File: src/rtl/alu_pkg.sv
// Shared types and opcode helpers for the ALU sequencer.
package alu_pkg;

  typedef enum logic [1:0] {
    ST_IDLE    = 2'd0,
    ST_EXEC    = 2'd1,
    ST_CAPTURE = 2'd2,
    ST_DWELL   = 2'd3
  } seq_state_t;

  localparam logic [2:0] OP_000 = 3'b000;
  localparam logic [2:0] OP_001 = 3'b001;
  localparam logic [2:0] OP_010 = 3'b010;
  localparam logic [2:0] OP_011 = 3'b011;
  localparam logic [2:0] OP_100 = 3'b100;
  localparam logic [2:0] OP_101 = 3'b101;
  localparam logic [2:0] OP_110 = 3'b110;
  localparam logic [2:0] OP_111 = 3'b111;

  function automatic logic is_valid_op(input logic [2:0] op);
    return (op != OP_010) && (op != OP_011);
  endfunction

  // Auto-mode walk over the valid opcodes; anything else restarts the walk.
  function automatic logic [2:0] next_op(input logic [2:0] op);
    logic [2:0] nxt;
    case (op)
      OP_000:  nxt = OP_001;
      OP_001:  nxt = OP_100;
      OP_100:  nxt = OP_101;
      OP_101:  nxt = OP_110;
      OP_110:  nxt = OP_111;
      default: nxt = OP_000;
    endcase
    return nxt;
  endfunction

endpackage

File: src/rtl/go_sync_edge.sv
// Two-flop synchronizer plus rising-edge detector for the asynchronous go button.
module go_sync_edge (
  input  logic clk,
  input  logic rst_n,
  input  logic btn_i,
  output logic rise_c
);

  logic       s1_q;
  logic       s2_q;
  logic       prev_q;
  logic       armed_q;
  logic [1:0] fill_q;

  // fill_q marks when s2_q carries a real sample; arming waits for a low
  // level so a button held through reset release cannot fake an edge.
  always_ff @(posedge clk or negedge rst_n) begin
    if (!rst_n) begin
      s1_q    <= 1'b0;
      s2_q    <= 1'b0;
      prev_q  <= 1'b0;
      armed_q <= 1'b0;
      fill_q  <= 2'b00;
    end else begin
      s1_q   <= btn_i;
      s2_q   <= s1_q;
      prev_q <= s2_q;
      fill_q <= {fill_q[0], 1'b1};
      if (fill_q[1] && !s2_q) begin
        armed_q <= 1'b1;
      end
    end
  end

  assign rise_c = armed_q & s2_q & ~prev_q;

endmodule

File: src/rtl/alu_sequencer.sv
// Button-driven sequencer feeding the signed ALU and latching results for the
// seven-segment decoder, with an auto mode that walks all valid opcodes.
module alu_sequencer
  import alu_pkg::*;
#(
  parameter int unsigned OPW          = 5,
  parameter int unsigned DWELL_CYCLES = 50_000_000
) (
  input  logic           clk,
  input  logic           rst_n,
  input  logic [OPW-1:0] a_sw,
  input  logic [OPW-1:0] b_sw,
  input  logic [2:0]     instr_sw,
  input  logic           auto_sw,
  input  logic           go_btn,
  output logic [OPW-1:0] alu_a,
  output logic [OPW-1:0] alu_b,
  output logic [2:0]     alu_instr,
  input  logic [5:0]     alu_c,
  output logic [5:0]     disp_c,
  output logic [2:0]     disp_instr,
  output logic           busy,
  output logic           done
);

  localparam int unsigned CNT_W = (DWELL_CYCLES > 1) ? $clog2(DWELL_CYCLES) : 1;
  localparam logic [CNT_W-1:0] CNT_LAST = CNT_W'(DWELL_CYCLES - 1);

  seq_state_t     state_q, state_d;
  logic           auto_q, auto_d;
  logic [CNT_W-1:0] cnt_q, cnt_d;
  logic [OPW-1:0] a_q, a_d;
  logic [OPW-1:0] b_q, b_d;
  logic [2:0]     instr_q, instr_d;
  logic [5:0]     disp_c_q, disp_c_d;
  logic [2:0]     disp_instr_q, disp_instr_d;
  logic           done_q, done_d;
  logic           busy_q, busy_d;
  logic           go_rise;
  logic           abort;

  go_sync_edge u_go_sync_edge (
    .clk    (clk),
    .rst_n  (rst_n),
    .btn_i  (go_btn),
    .rise_c (go_rise)
  );

  // A press during an auto run cancels it; manual runs ignore presses.
  assign abort = go_rise & auto_q;

  always_ff @(posedge clk or negedge rst_n) begin
    if (!rst_n) begin
      state_q      <= ST_IDLE;
      auto_q       <= 1'b0;
      cnt_q        <= '0;
      a_q          <= '0;
      b_q          <= '0;
      instr_q      <= OP_000;
      disp_c_q     <= '0;
      disp_instr_q <= OP_000;
      done_q       <= 1'b0;
      busy_q       <= 1'b0;
    end else begin
      state_q      <= state_d;
      auto_q       <= auto_d;
      cnt_q        <= cnt_d;
      a_q          <= a_d;
      b_q          <= b_d;
      instr_q      <= instr_d;
      disp_c_q     <= disp_c_d;
      disp_instr_q <= disp_instr_d;
      done_q       <= done_d;
      busy_q       <= busy_d;
    end
  end

  always_comb begin
    state_d      = state_q;
    auto_d       = auto_q;
    cnt_d        = cnt_q;
    a_d          = a_q;
    b_d          = b_q;
    instr_d      = instr_q;
    disp_c_d     = disp_c_q;
    disp_instr_d = disp_instr_q;
    done_d       = 1'b0;

    case (state_q)
      ST_IDLE: begin
        if (go_rise) begin
          a_d     = a_sw;
          b_d     = b_sw;
          auto_d  = auto_sw;
          instr_d = auto_sw ? OP_000 : instr_sw;
          state_d = ST_EXEC;
        end
      end
      ST_EXEC: begin
        state_d = abort ? ST_IDLE : ST_CAPTURE;
      end
      ST_CAPTURE: begin
        if (abort) begin
          state_d = ST_IDLE;
        end else begin
          disp_c_d     = alu_c;
          disp_instr_d = instr_q;
          done_d       = 1'b1;
          cnt_d        = '0;
          state_d      = auto_q ? ST_DWELL : ST_IDLE;
        end
      end
      ST_DWELL: begin
        if (abort) begin
          state_d = ST_IDLE;
        end else if (cnt_q == CNT_LAST) begin
          if (instr_q == OP_111) begin
            state_d = ST_IDLE;
          end else begin
            instr_d = next_op(instr_q);
            state_d = ST_EXEC;
          end
        end else begin
          cnt_d = cnt_q + CNT_W'(1);
        end
      end
      default: begin
        state_d = ST_IDLE;
      end
    endcase

    busy_d = (state_d != ST_IDLE);
  end

  assign alu_a      = a_q;
  assign alu_b      = b_q;
  assign alu_instr  = instr_q;
  assign disp_c     = disp_c_q;
  assign disp_instr = disp_instr_q;
  assign done       = done_q;
  assign busy       = busy_q;

endmodule

File: config.mk
export PLATFORM = sky130hd
export DESIGN_NAME = alu_sequencer
export DESIGN_NICKNAME = d
export VERILOG_FILES = /design/src/rtl/alu_pkg.sv /design/src/rtl/go_sync_edge.sv /design/src/rtl/alu_sequencer.sv
export SDC_FILE = /design/constraint.sdc
export NUM_CORES = 1
export LEC_CHECK = 0
export CORE_ASPECT_RATIO = 0.8
export CORE_MARGIN = 8
export CORE_UTILIZATION = 56
export CTS_BUF_LIST = sky130_fd_sc_hd__clkbuf_8
export CTS_CLUSTER_SIZE = 10
export DETAILED_ROUTE_END_ITERATION = 12
export PLACE_DENSITY = 0.82
export SLEW_MARGIN = 20
export SYNTH_ARGS = -nofsm -noshare
export SYNTH_HDL_FRONTEND = slang
export SYNTH_SLANG_ARGS = --single-unit
File: constraint.sdc
create_clock -name clk -period 2.5 [get_ports clk]
set_clock_uncertainty 0.15 [all_clocks]
set_input_delay 0.375 -clock clk [delete_from_list [all_inputs] [get_ports clk]]
set_output_delay 0.375 -clock clk [all_outputs]
set_load 0.05 [all_outputs]
==> results_dict.tcl <==
set metrics [dict create \
    final_cells 431 \
    startpoint_type "flop" \
    avgSynthCellArea_um2 9.748 \
    crit_slowest_cell "nor3_2" \
    placedCellCount 415 \
    clock_path_buffers 2 \
    core_area_um2 5345 \
    die_x_um 98.26 \
    hold_viol 0 \
    p_comb_frac 0.437 \
    crit_path_max_fanout 7 \
    hp-class "input port to async pin" \
    cts-resized-gates 0 \
    final_layout_size_suffix_gt1_frac 0.1284 \
    drt_pass1_iterations 6 \
    synthDistinctLibCells 55 \
    synth_seq_cells 59 \
    dieArea_um2 8039 \
    cap_viol_max_count 0 \
    ys_seq_area_frac 0.4870 \
    leakage_uw 0.001673 \
    first_iter_violations 293 \
    slew_viol_final 0 \
    switching_power_uw 1818 \
    cts_max_level 3 \
    layout_commonest_cell "nand2_1" \
    slew_headroom 0.5207 \
    cts.sinks 59 \
    worstSetupEndpointType "flop" \
    diodes 0 \
    finalSetupTns_ns 0 \
    wl_met3_um 572 \
    numPortBuffers 46 \
    wl_per_cell_um 17.61 \
    r2r-start "cnt_q[0]" \
    cts_buffers 9 \
    nFillCells 419 \
    core.rowCount 24 \
    reg2regPathDepth 6 \
    die_h_um 81.81 \
    highest_layer "met4" \
    grt-ovfl-total 0 \
    viasPerCell 6.204 \
    synth_cells 311 \
    via_count 2674 \
    area_delta_synth_final_pct 25.67 \
    critical_path.max_stage_delay_ns 0.48 \
    internal-power_uw 2593 \
    grt_pass1_wl_um 12440 \
    worstMarginPinSlew_ns 0.7189 \
    nets 385 \
    pin_count 47 \
    drc 0 \
    post_cts_buffers 0 \
    p_seq_frac 0.326 \
    clkTransAtPathRegs_ns 0.06 \
    ir_worst_vdd_mv 0.7944 \
    m1WireLength_um 3242 \
    cp_cell_sequence "ha_1 -> and4_1 -> nand2_1 -> nor3_2 -> nor2_1 -> a221o_1" \
    cp.arrival_ns 2.50 \
    layout_min_cycle_time_ns 2.429 \
    setup_viol 0 \
    period_share 0.9717 \
    power_density_nw_per_um2 1158 \
    grt_pass1_vias 2528 \
    synth_nets 335 \
    totalWireLength_um 7592 \
    dp_hpwl_um 5234 \
    yosysWarningCount 0 \
    max_freq_mhz 411.6 \
    tritoncts "built" \
    wl_met2_um 3651 \
    start_util 0.5672 \
    clk_latency_ns 0.34 \
    switching_share 0.4121 \
    synthFlopType "dfrtp_1" \
    startpoint "cnt_q[0]" \
    grt_max_degree 60 \
    synth_edf_count 0 \
    cp.required_ns 2.57 \
    place.gp.congestion 0.9420 \
    pwr-share-clk 0.237 \
    cts_root_buf "clkbuf_8" \
    grt_use_total 0.1996 \
    antenna_found_initial 0 \
    final_cell_mix "nand2_1, dfrtp_1, clkdlybuf4s50_1, nand3_1, nor2_1" \
    rsz0062_at_grt "yes" \
    detail-route-antenna-nets 0 \
    synth_area_um2 3032 \
    synthArstFlopShare 1.000 \
    critPathKind "flop to flop" \
    outcome "complete, no violations" \
]
[path summary, 6_finish.rpt]
| check | end | slack (ns) |
|---|---|---|
| max | cnt_q[14] | 0.07 |
| min reg2reg | u_go_sync_edge.s2_q | 0.20 |
| min in group clk | u_go_sync_edge.s2_q | 0.20 |
| max reg2reg | cnt_q[14] | 0.07 |
| max in group asynchronous | cnt_q[0] | 1.71 |
| min | disp_instr[1] | 0.02 |
[metrics by stage]
stage                     hold slack (ns)    util  worst slack [ns]  power, uW  cell area [um2]
final                             0.02197  0.7128           0.07070       4411             3810
after global routing              0.08624  0.7128          -0.04113       4628             3810
after CTS                         0.04671  0.7128            0.1200       4436             3810
after detailed placement           0.1887  0.6674            0.1501       3368             3567
after global placement             0.1846  0.6674            0.2338       3310             3567
after floorplan                  -0.07059       -            0.3585       2715             3032
[timing repair]
| item | CTS | global route |
|---|---|---|
| hold endpoints to repair | 0 | 0 |
| setup endpoints to repair | 0 | 4 |
| hold buffers | 0 | 0 |
[cell usage after synthesis, types with 2 or more instances]
library cell | number | area [um2]
nand2_1 | 60 | 225.2
dfrtp_1 | 59 | 1476
nand3_1 | 20 | 100.1
nor2_1 | 16 | 60.06
mux2_2 | 13 | 146.4
clkbuf_1 | 12 | 45.04
nand4_1 | 9 | 56.30
nor4_1 | 9 | 56.30
inv_1 | 7 | 26.28
o211ai_1 | 7 | 52.55
xnor2_1 | 6 | 52.55
and3_1 | 5 | 31.28
nand3b_1 | 5 | 37.54
o21ai_0 | 5 | 25.02
or3_1 | 5 | 31.28
a21oi_1 | 4 | 20.02
a22o_1 | 4 | 35.03
and4_1 | 4 | 35.03
buf_2 | 4 | 20.02
mux2i_1 | 4 | 40.04
nand2b_1 | 4 | 25.02
or4_1 | 4 | 30.03
a221o_1 | 3 | 30.03
a31oi_1 | 3 | 18.77
nor3_1 | 3 | 15.01
o311ai_0 | 3 | 26.28
a211o_1 | 2 | 17.52
a21o_1 | 2 | 15.01
nor3_2 | 2 | 20.02
o211a_1 | 2 | 20.02
[metal layers]
metal | up-vias | global-route usage
li1 | 1235 | -
met2 | 106 | 0.3308
met4 | 0 | 0.06718
met5 | - | 0
met3 | 21 | 0.07621
met1 | 1312 | 0.2380
[critical path: cells and delay by family, from the launching register on]
family,cells,cell delay (ns)
flip-flops,1,0.43
adder cells (fa/ha/maj),1,0.29
AO/OA/AOI/OAI,1,0.31
AND/OR/NAND/NOR,4,1.13
[area by class of cell]
cell class / instances / area [um2] / share of cell area
Sequential cell: 59 / 1476 / 0.3875
Multi-Input combinational cell: 227 / 1445 / 0.3793
Timing Repair Buffer: 57 / 538.0 / 0.1412
Clock buffer: 10 / 137.6 / 0.03612
Clock inverter: 6 / 105.1 / 0.02759
Tap cell: 65 / 81.33 / 0.02135
Inverter: 7 / 26.28 / 0.006897
[power groups by stage]
stage          Sequential [uW]  Clock [uW]  Combinational [uW]
5_1_grt                   1470        1110                2040
3_3_place_gp              1440           0                1870
4_1_cts                   1430        1070                1930
2_1_floorplan             2030           0                 684
6_report                  1440        1050                1930
3_5_place_dp              1450           0                1920
[flip-flops by register name, summed over array words and instances, names as in the netlist]
name	count
alu_b	5
u_go_sync_edge.s1_q	1
u_go_sync_edge.prev_q	1
disp_instr	3
u_go_sync_edge.fill_q	2
alu_instr	3
disp_c	6
cnt_q	26
u_go_sync_edge.armed_q	1
state_q	2
busy	1
done	1
u_go_sync_edge.s2_q	1
alu_a	5
auto_q	1
[cells by family after synthesis]
kind of cell,share of synthesized area
AOI/OAI and AO/OA,0.1065
muxes,0.06521
and+or+nand+nor,0.2794
xor gates and xnor gates,0.02022
buffers and inverters,0.03632
DFF,0.4870
adders and majority gates,0.004126
other,0.001237
(Power assumes the default switching activity.)
